**config.mk**
```make
export PLATFORM = sky130hd
export DESIGN_NAME = apb_filter_cfg_regs
export DESIGN_NICKNAME = d
export VERILOG_FILES = /design/src/rtl/apb_filter_cfg_regs.sv
export SDC_FILE = /design/constraint.sdc
export NUM_CORES = 1
export LEC_CHECK = 0
export ABC_AREA = 1
export CAP_MARGIN = 15
export CORE_MARGIN = 3
export CORE_UTILIZATION = 51
export CTS_CLUSTER_DIAMETER = 80
export DETAILED_ROUTE_END_ITERATION = 16
export PLACE_DENSITY = 0.8
export SETUP_SLACK_MARGIN = 0.15
export SLEW_MARGIN = 20
export SYNTH_ARGS = -nofsm -noshare
export SYNTH_HDL_FRONTEND = slang
export SYNTH_SLANG_ARGS = --single-unit
```
**constraint.sdc**
```tcl
create_clock -name pclock -period 2.25 [get_ports pclock]
set_input_delay 0.675 -clock pclock [delete_from_list [all_inputs] [get_ports pclock]]
set_output_delay 0.675 -clock pclock [all_outputs]
set_load 0.01 [all_outputs]
```
**src/rtl/apb_filter_cfg_regs.sv**
```systemverilog
// APB configuration registers for the address filter: NUM_REGIONS START/END/CTRL windows,
// programmable wait states, sticky per-region write lock and slave error responses.
module apb_filter_cfg_regs #(
    parameter int NUM_REGIONS = 4,
    parameter int ADDR_WIDTH  = 32,
    parameter int DATA_WIDTH  = 32,
    parameter int PADDR_WIDTH = 12,
    parameter int WAIT_STATES = 0
) (
    input  logic                              pclock,
    input  logic                              presetn,
    input  logic                              psel,
    input  logic                              penable,
    input  logic                              pwrite,
    input  logic [PADDR_WIDTH-1:0]            paddr,
    input  logic [DATA_WIDTH-1:0]             pwdata,
    output logic [DATA_WIDTH-1:0]             prdata,
    output logic                              pready,
    output logic                              pslverr,
    output logic [NUM_REGIONS*ADDR_WIDTH-1:0] start_addr,
    output logic [NUM_REGIONS*ADDR_WIDTH-1:0] end_addr,
    output logic [NUM_REGIONS*2-1:0]          ctrl_reg,
    output logic [NUM_REGIONS-1:0]            region_cfg_done,
    output logic                              config_b
);

    typedef enum logic {ST_IDLE = 1'b0, ST_ACCESS = 1'b1} state_t;

    localparam logic [1:0] LP_WAIT = 2'(WAIT_STATES);

    state_t                  r_state;
    logic [1:0]              r_wait_cnt;
    logic [DATA_WIDTH-1:0]   r_prdata;
    logic                    r_pready;
    logic                    r_pslverr;
    logic [ADDR_WIDTH-1:0]   r_start [NUM_REGIONS];
    logic [ADDR_WIDTH-1:0]   r_end   [NUM_REGIONS];
    logic [NUM_REGIONS-1:0]  r_en;
    logic [NUM_REGIONS-1:0]  r_xor;
    logic [NUM_REGIONS-1:0]  r_lock;
    logic [NUM_REGIONS-1:0]  r_wr_start;
    logic [NUM_REGIONS-1:0]  r_wr_end;
    logic [NUM_REGIONS-1:0]  r_wr_ctrl;

    logic [3:0]              w_idx;
    logic [1:0]              w_off;
    logic                    w_aligned;
    logic                    w_hi_zero;
    logic                    w_region_ok;
    logic                    w_is_status;
    logic                    w_is_param;
    logic                    w_locked;
    logic                    w_err;
    logic [ADDR_WIDTH-1:0]   w_sel_start;
    logic [ADDR_WIDTH-1:0]   w_sel_end;
    logic [2:0]              w_sel_ctrl;
    logic [DATA_WIDTH-1:0]   w_rdata;

    // Address decode and error classification for the current bus address.
    always_comb begin
        w_idx       = paddr[7:4];
        w_off       = paddr[3:2];
        w_aligned   = (paddr[1:0] == 2'b00);
        w_hi_zero   = ((paddr >> 9) == {PADDR_WIDTH{1'b0}});
        w_region_ok = w_hi_zero && !paddr[8] && (32'(w_idx) < NUM_REGIONS) && (w_off != 2'b11);
        w_is_status = w_hi_zero && (paddr[8:0] == 9'h100);
        w_is_param  = w_hi_zero && (paddr[8:0] == 9'h104);
        w_err       = !w_aligned
                    || !(w_region_ok || w_is_status || w_is_param)
                    || (pwrite && (w_is_status || w_is_param))
                    || (pwrite && w_region_ok && w_locked);
    end

    // Select the addressed region's fields without indexing past the array.
    always_comb begin
        w_sel_start = '0;
        w_sel_end   = '0;
        w_sel_ctrl  = 3'b000;
        w_locked    = 1'b0;
        for (int n = 0; n < NUM_REGIONS; n++) begin
            w_sel_start = (w_idx == 4'(n)) ? r_start[n] : w_sel_start;
            w_sel_end   = (w_idx == 4'(n)) ? r_end[n] : w_sel_end;
            w_sel_ctrl  = (w_idx == 4'(n)) ? {r_lock[n], r_xor[n], r_en[n]} : w_sel_ctrl;
            w_locked    = (w_idx == 4'(n)) ? r_lock[n] : w_locked;
        end
    end

    // Read data mux; zero for writes and erroring accesses.
    always_comb begin
        w_rdata = '0;
        if (!w_err && !pwrite) begin
            if (w_is_status) begin
                w_rdata[NUM_REGIONS-1:0]  = region_cfg_done;
                w_rdata[8 +: NUM_REGIONS] = r_lock;
            end else if (w_is_param) begin
                w_rdata[3:0] = 4'(NUM_REGIONS);
                w_rdata[7:4] = 4'(WAIT_STATES);
            end else begin
                case (w_off)
                    2'b00:   w_rdata[ADDR_WIDTH-1:0] = w_sel_start;
                    2'b01:   w_rdata[ADDR_WIDTH-1:0] = w_sel_end;
                    2'b10:   w_rdata[2:0]            = w_sel_ctrl;
                    default: w_rdata                 = '0;
                endcase
            end
        end else begin
            w_rdata = '0;
        end
    end

    // Transfer FSM, response registers and register-file commit.
    always_ff @(posedge pclock or negedge presetn) begin
        if (!presetn) begin
            r_state    <= ST_IDLE;
            r_wait_cnt <= 2'd0;
            r_prdata   <= '0;
            r_pready   <= 1'b0;
            r_pslverr  <= 1'b0;
            r_en       <= '0;
            r_xor      <= '0;
            r_lock     <= '0;
            r_wr_start <= '0;
            r_wr_end   <= '0;
            r_wr_ctrl  <= '0;
            for (int n = 0; n < NUM_REGIONS; n++) begin
                r_start[n] <= '0;
                r_end[n]   <= '0;
            end
        end else begin
            case (r_state)
                ST_IDLE: begin
                    r_pready  <= 1'b0;
                    r_pslverr <= 1'b0;
                    r_prdata  <= '0;
                    if (psel && !penable) begin
                        r_state    <= ST_ACCESS;
                        r_wait_cnt <= LP_WAIT;
                        if (LP_WAIT == 2'd0) begin
                            r_pready  <= 1'b1;
                            r_pslverr <= w_err;
                            r_prdata  <= w_rdata;
                        end
                    end
                end
                ST_ACCESS: begin
                    if (!psel) begin
                        // Aborted transfer: drop back without touching registers.
                        r_state    <= ST_IDLE;
                        r_wait_cnt <= 2'd0;
                        r_pready   <= 1'b0;
                        r_pslverr  <= 1'b0;
                        r_prdata   <= '0;
                    end else if (r_pready) begin
                        if (penable) begin
                            r_state   <= ST_IDLE;
                            r_pready  <= 1'b0;
                            r_pslverr <= 1'b0;
                            r_prdata  <= '0;
                            for (int n = 0; n < NUM_REGIONS; n++) begin
                                if (pwrite && !w_err && (w_idx == 4'(n))) begin
                                    case (w_off)
                                        2'b00: begin
                                            r_start[n]    <= pwdata[ADDR_WIDTH-1:0];
                                            r_wr_start[n] <= 1'b1;
                                        end
                                        2'b01: begin
                                            r_end[n]    <= pwdata[ADDR_WIDTH-1:0];
                                            r_wr_end[n] <= 1'b1;
                                        end
                                        2'b10: begin
                                            r_en[n]      <= pwdata[0];
                                            r_xor[n]     <= pwdata[1];
                                            r_lock[n]    <= r_lock[n] | pwdata[2];
                                            r_wr_ctrl[n] <= 1'b1;
                                        end
                                        default: ;
                                    endcase
                                end
                            end
                        end
                    end else if (r_wait_cnt != 2'd0) begin
                        r_wait_cnt <= r_wait_cnt - 2'd1;
                        if (r_wait_cnt == 2'd1) begin
                            r_pready  <= 1'b1;
                            r_pslverr <= w_err;
                            r_prdata  <= w_rdata;
                        end
                    end else begin
                        r_pready  <= 1'b1;
                        r_pslverr <= w_err;
                        r_prdata  <= w_rdata;
                    end
                end
                default: r_state <= ST_IDLE;
            endcase
        end
    end

    for (genvar g = 0; g < NUM_REGIONS; g++) begin : g_out
        assign start_addr[g*ADDR_WIDTH +: ADDR_WIDTH] = r_start[g];
        assign end_addr[g*ADDR_WIDTH +: ADDR_WIDTH]   = r_end[g];
        assign ctrl_reg[2*g +: 2]                     = {r_xor[g], r_en[g]};
    end

    assign region_cfg_done = r_wr_start & r_wr_end & r_wr_ctrl;
    assign config_b        = &region_cfg_done;
    assign prdata          = r_prdata;
    assign pready          = r_pready;
    assign pslverr         = r_pslverr;

endmodule

```
==> results of run 1 <==
==> kinds of logic after synthesis <==
logic type	Yosys count	share of synthesized area
buffers and inverters	207	0.07392
AO/OA/AOI/OAI	88	0.03971
AND/OR/NAND/NOR	1334	0.3731
flip-flops	317	0.5117
adder cells (fa/ha/maj)	2	0.001614
==> cell usage in the layout (no fill, tap or decap), types with 18 or more instances in the layout <==
cell type,n
nand2_1,813
nand3_1,356
dfrtp_1,316
dlygate4sd2_1,276
buf_4,149
buf_12,55
clkdlybuf4s50_1,42
nor2_1,40
or2_2,36
clkbuf_16,36
o2111ai_1,34
inv_1,33
nand2_2,22
o21ai_0,21
buf_6,18
==> sequential cells by signal, indices dropped and copies added (netlist names) <==
signal / count
r_en: 4
pready: 1
end_addr: 128
r_wr_ctrl: 4
r_state: 1
start_addr: 128
r_lock: 4
prdata: 32
r_xor: 4
r_wait_cnt: 2
pslverr: 1
r_wr_start: 4
r_wr_end: 4
==> through the flow <==
| step | hold slack [ns] | area (sq um) |
|---|---|---|
| after floorplan | 0.3794 | 15510 |
| after global placement | 0.4340 | 20400 |
| after detailed placement | 0.4383 | 20400 |
| after CTS | 0.02576 | 21910 |
| after global routing | 0.02853 | 22170 |
| final | 0.02200 | 22170 |
==> layout make-up <==
type / instances / area (sq um) / share of cell area
repair buffers: 580 / 5841 / 0.2634
well taps: 390 / 488.0 / 0.02201
clock inverters: 5 / 78.83 / 0.003556
clock buffers: 47 / 950.9 / 0.04289
inverters: 43 / 161.4 / 0.007280
multi-input cells: 1424 / 6716 / 0.3030
flip-flops and latches: 317 / 7934 / 0.3579
==> power breakdown <==
part | switching (mW) | total, mW | internal (mW)
Clock | 2.24 | 5.40 | 3.16
Combinational | 0.531 | 0.816 | 0.285
Sequential | 0.00763 | 5.72 | 5.71
==> final timing paths <==
check                                          end  slack (ns)          start  cells after the start
worst max-delay path            region_cfg_done[1]        0.05  r_wr_start[1]                      6
worst min-delay path                  end_addr[38]        0.02        presetn                      1
worst max register to register           prdata[9]        0.32  r_wait_cnt[0]                     12
worst min register to register       r_wr_start[3]        0.47  r_wr_start[3]                      2
max in group asynchronous            end_addr[114]        1.43        presetn                      3
min in group pclock                  r_wr_start[3]        0.47  r_wr_start[3]                      2
==> repair_timing <==
| item | 4_1_cts | 5_1_grt |
|---|---|---|
| cloned | 11 | 0 |
| buffers inserted | 51 | 7 |
| setup endpoints to repair | 593 | 315 |
| pin swaps | 22 | 29 |
| hold endpoints to repair | 0 | 0 |
| gates resized for setup | 355 | 93 |
==> layer usage <==
layer / track usage / vias to the layer above / part of all wire
li1: - / 7223 / -
met1: 0.4690 / 7978 / 0.35
met2: 0.6031 / 1370 / 0.45
met3: 0.09608 / 374 / 0.12
met4: 0.2386 / 0 / 0.075
met5: 0 / - / 0
==> impl_metrics.tcl, run 1 <==
set metrics [dict create \
    outcome "finished clean" \
    routabilityCongestion 0.9346 \
    p_total_mw 11.94 \
    place_inst 2685 \
    ios 352 \
    final_util 0.7441 \
    max_stage_delay_ns 0.35 \
    avgSynthCellArea_sq_um 7.959 \
    cts_hold_buf 0 \
    ys_ff_latch 317 \
    vias 16945 \
    finalHoldViolations 0 \
    crit_top_cell "buf_4" \
    setup_violations 0 \
    drive_gt1_frac 0.1689 \
    worstPathMaxFanout 3 \
    cts_made_buffers 34 \
    grt-ovfl-total 0 \
    cts-root-buf "clkbuf_16" \
    drt_iter0_drc 2321 \
    skew_ns 0.01443 \
    tightest_slew_ns 0.5647 \
    die_area_sq_um 32530 \
    antenna_left 0 \
    fmax_mhz 454.3 \
    cap_violations 0 \
    cts.htree.levels 2 \
    synth.area.top_cells "dfrtp_1 51%, nand2_1 20%, nand3_1 12%" \
    max_slew_margin 0.6223 \
    dpl.hpwl_um 40970 \
    syn_inst 1948 \
    route.detailed.drc 0 \
    postLayoutSetupSlackWorst_ns 0.04887 \
    worstPathArrival_ns 1.53 \
    vdd_drop_max_v 0.0004570 \
    start_kind "register" \
    rsz0062_at_grt "true" \
    grt.total_usage 0.3809 \
    critical_path_required_ns 1.57 \
    nets 2451 \
    tns_ns 0 \
    worst-path-buf-inv 5 \
    ys_types 33 \
    vias_per_cell 6.039 \
    nFillCells 2179 \
    totalWireLength_um 63710 \
    cts_num_sinks 317 \
    clockBufferDepth 3 \
    slowest_stage "dfrtp_1" \
    min_path_type "in -> async" \
    crit_type "reg -> out" \
    maxSlewViolCount 0 \
    grt_pass1_vias 17024 \
    die_height_um 180.4 \
    antennaDiodeCount 0 \
    synth_common_cells "843 x nand2_1, 364 x nand3_1, 317 x dfrtp_1" \
    cts.clk_slew.worst_paths_ns 0.06 \
    ys_async_sr_fraction 1.000 \
    synth_top_area_frac 0.5117 \
    critical_path.top_delay_family "buffers and inverters" \
    synth_ff_type "dfrtp_1" \
    crit_path_cell_trace "inv_2 -> nor3_2 -> buf_4 -> buf_4 -> buf_4 -> buf_6" \
    dr.pass1.iters 9 \
    antenna_found_initial 0 \
    start_util 0.5203 \
    cts_tree "built" \
    post-place-ws_ns -1.139 \
    syn_area_sq_um 15500 \
    finalCriticalPeriod_ns 2.201 \
    syn_nets 1999 \
    rows 63 \
    fin_crit_sh 0.9783 \
    area_growth_pct 43.00 \
    ys_warn_count 0 \
    crit_path_end_kind "output port" \
    yosysTopAreaCell "dfrtp_1" \
    yosysSeqAreaShare 0.5117 \
    routedWlPerCell_um 22.70 \
    synth.most_common_cell "nand2_1" \
    power_density_nw_per_um2 538.5 \
    stdcell_count 2806 \
    synth_edf_count 0 \
    core_region_area_sq_um 29800 \
    p_leak_nw 13.07 \
    grt_pass1_wl_um 97530 \
    clk_latency_ns 0.52 \
    portBuffers 351 \
    grt_max_degree 81 \
    die_x_um 180.4 \
]
(Power assumes the default switching activity.)
==> inputs of run 2 (changes only) <==
- PLACE_DENSITY: 0.8 -> 0.87
==> run 2 against run 1 <==
Maximum frequency increased by 0.61%. Final area increased by 0.49%. Clock power increased by 1%. Non-clock buffer count decreased by 5. Worst hold slack improved by 0.066 ns. Combinational power increased by 1%. Critical path depth unchanged. Sequential power about the same. Global-route usage increased by 0.34 points. First-iteration DRC count increased by 22%.
==> impl_metrics.tcl, run 2 (synthesized netlist as in run 1, its figures left out) <==
set metrics [dict create \
    nFillCells 2081 \
    grt_max_degree 73 \
    cts.htree.levels 2 \
    power_density_nw_per_um2 539.5 \
    rows 63 \
    crit_path_end_kind "output port" \
    start_util 0.5203 \
    final_area_sq_um 22280 \
    critical_path_required_ns 1.57 \
    vias 17433 \
    p_leak_nw 13.07 \
    max_slew_margin 0.5892 \
    dpl_cell_area_sq_um 20300 \
    r2r_cells 11 \
    setup_violations 0 \
    crit_type "reg -> out" \
    outcome "finished clean" \
    totalWireLength_um 65940 \
    die_area_sq_um 32530 \
    rsz0062_at_grt "true" \
    antenna_found_initial 1 \
    p_total_mw 12.02 \
    grt_pass1_wl_um 98900 \
    drive_gt1_frac 0.1713 \
    routedWlPerCell_um 23.47 \
    cts_tree "built" \
    tightest_slew_ns 0.6143 \
    start_kind "register" \
    worstPathMaxFanout 2 \
    worst_r2r_endpoint "start_addr[3]" \
    ios 352 \
    cts_made_buffers 34 \
    nets 2446 \
    route.detailed.drc 0 \
    routabilityCongestion 0.9467 \
    area_growth_pct 43.69 \
    clockBufferDepth 3 \
    finalHoldViolations 0 \
    layout_common_cells "827 x nand2_1, 349 x nand3_1, 314 x dfrtp_1" \
    die_height_um 180.4 \
    tns_ns 0 \
    cts_num_sinks 317 \
    finalCriticalPeriod_ns 2.188 \
    final_common_cell "nand2_1" \
    slowest_stage "dfrtp_1" \
    worstPathArrival_ns 1.51 \
    skew_ns 0.02041 \
    grt.total_usage 0.3843 \
    portBuffers 351 \
    fin_crit_sh 0.9724 \
    clk_latency_ns 0.52 \
    fmax_mhz 457.1 \
    vias_per_cell 6.206 \
    min_path_type "in -> async" \
    antenna_left 0 \
    dr.pass1.iters 8 \
    r2r-start "r_lock[0]" \
    crit_path_cell_trace "inv_2 -> nor3_2 -> buf_4 -> nand2_2 -> nor2_1 -> buf_2" \
    cts-root-buf "clkbuf_16" \
    max_stage_delay_ns 0.34 \
    maxSlewViolCount 0 \
    grt-ovfl-total 0 \
    grt_pass1_vias 17211 \
    die_x_um 180.4 \
    core_region_area_sq_um 29800 \
    r2r_slack_ns 0.35 \
    cts.clk_slew.worst_paths_ns 0.07 \
    drt_iter0_drc 2823 \
    vdd_drop_max_v 0.0004702 \
    cap_violations 0 \
    dpl.hpwl_um 40860 \
]
-- run 2: power by group --
| group | total [mW] | internal [mW] | switching, mW |
|---|---|---|---|
| registers | 5.73 | 5.71 | 0.0141 |
| logic | 0.826 | 0.286 | 0.540 |
| clock network | 5.46 | 3.13 | 2.33 |
| total | 12.0 | 9.13 | 2.89 |
-- run 2: cell type report --
| cell class | count | area, sq um | area share |
|---|---|---|---|
| flip-flops and latches | 317 | 7936 | 0.3562 |
| multi-input cells | 1424 | 6714 | 0.3014 |
| repair buffers | 575 | 5906 | 0.2651 |
| clock buffers | 45 | 963.4 | 0.04325 |
| well taps | 390 | 488.0 | 0.02190 |
| inverters | 43 | 163.9 | 0.007357 |
| clock inverters | 13 | 101.3 | 0.004549 |
| diodes | 2 | 5.005 | 0.0002247 |
-- run 2: critical path, delay by kind of cell (launching register included) --
family,cells,cell delay (ns)
flops,1,0.34
buf+inv,3,0.34
simple gates,3,0.32
-- run 2: what timing repair did --
action | CTS | global route
pin swaps | 24 | 38
setup buffers | 42 | 11
cloned | 13 | 4
resized for setup | 368 | 81
endpoints found under the setup margin | 584 | 315
hold buffers | 0 | 0
-- run 2: routing by layer --
layer,GRT usage,up-vias,share of wire
li1,-,7220,-
met1,0.4857,8090,0.33
met5,0,-,0
met4,0.2337,0,0.076
met2,0.5941,1698,0.45
met3,0.1019,425,0.15
-- run 2: worst max path at each step --
stage / startpoint / slack [ns] / endpoint
6_report: r_wr_ctrl[1] / 0.06 / config_b
5_1_grt: r_wr_ctrl[1] / -0.002 / config_b
4_1_cts: r_wr_end[1] / 0.08 / config_b
3_5_place_dp: paddr[5] / -0.64 / start_addr[101]
3_3_place_gp: paddr[7] / -0.57 / start_addr[0]
2_1_floorplan: paddr[7] / 0.11 / end_addr[66]
-- run 2: stage by stage --
step | std cells | util | worst slack [ns] | hold WS (ns)
floorplan | 1948 | - | 0.1133 | 0.3794
global placement | 2679 | 0.6812 | -0.5670 | 0.4333
detailed placement | 2679 | 0.6812 | -0.6383 | 0.4390
CTS | 2792 | 0.7360 | 0.07714 | 0.08793
global route | 2807 | 0.7475 | -0.002222 | 0.1010
finish | 2809 | 0.7477 | 0.06214 | 0.08791
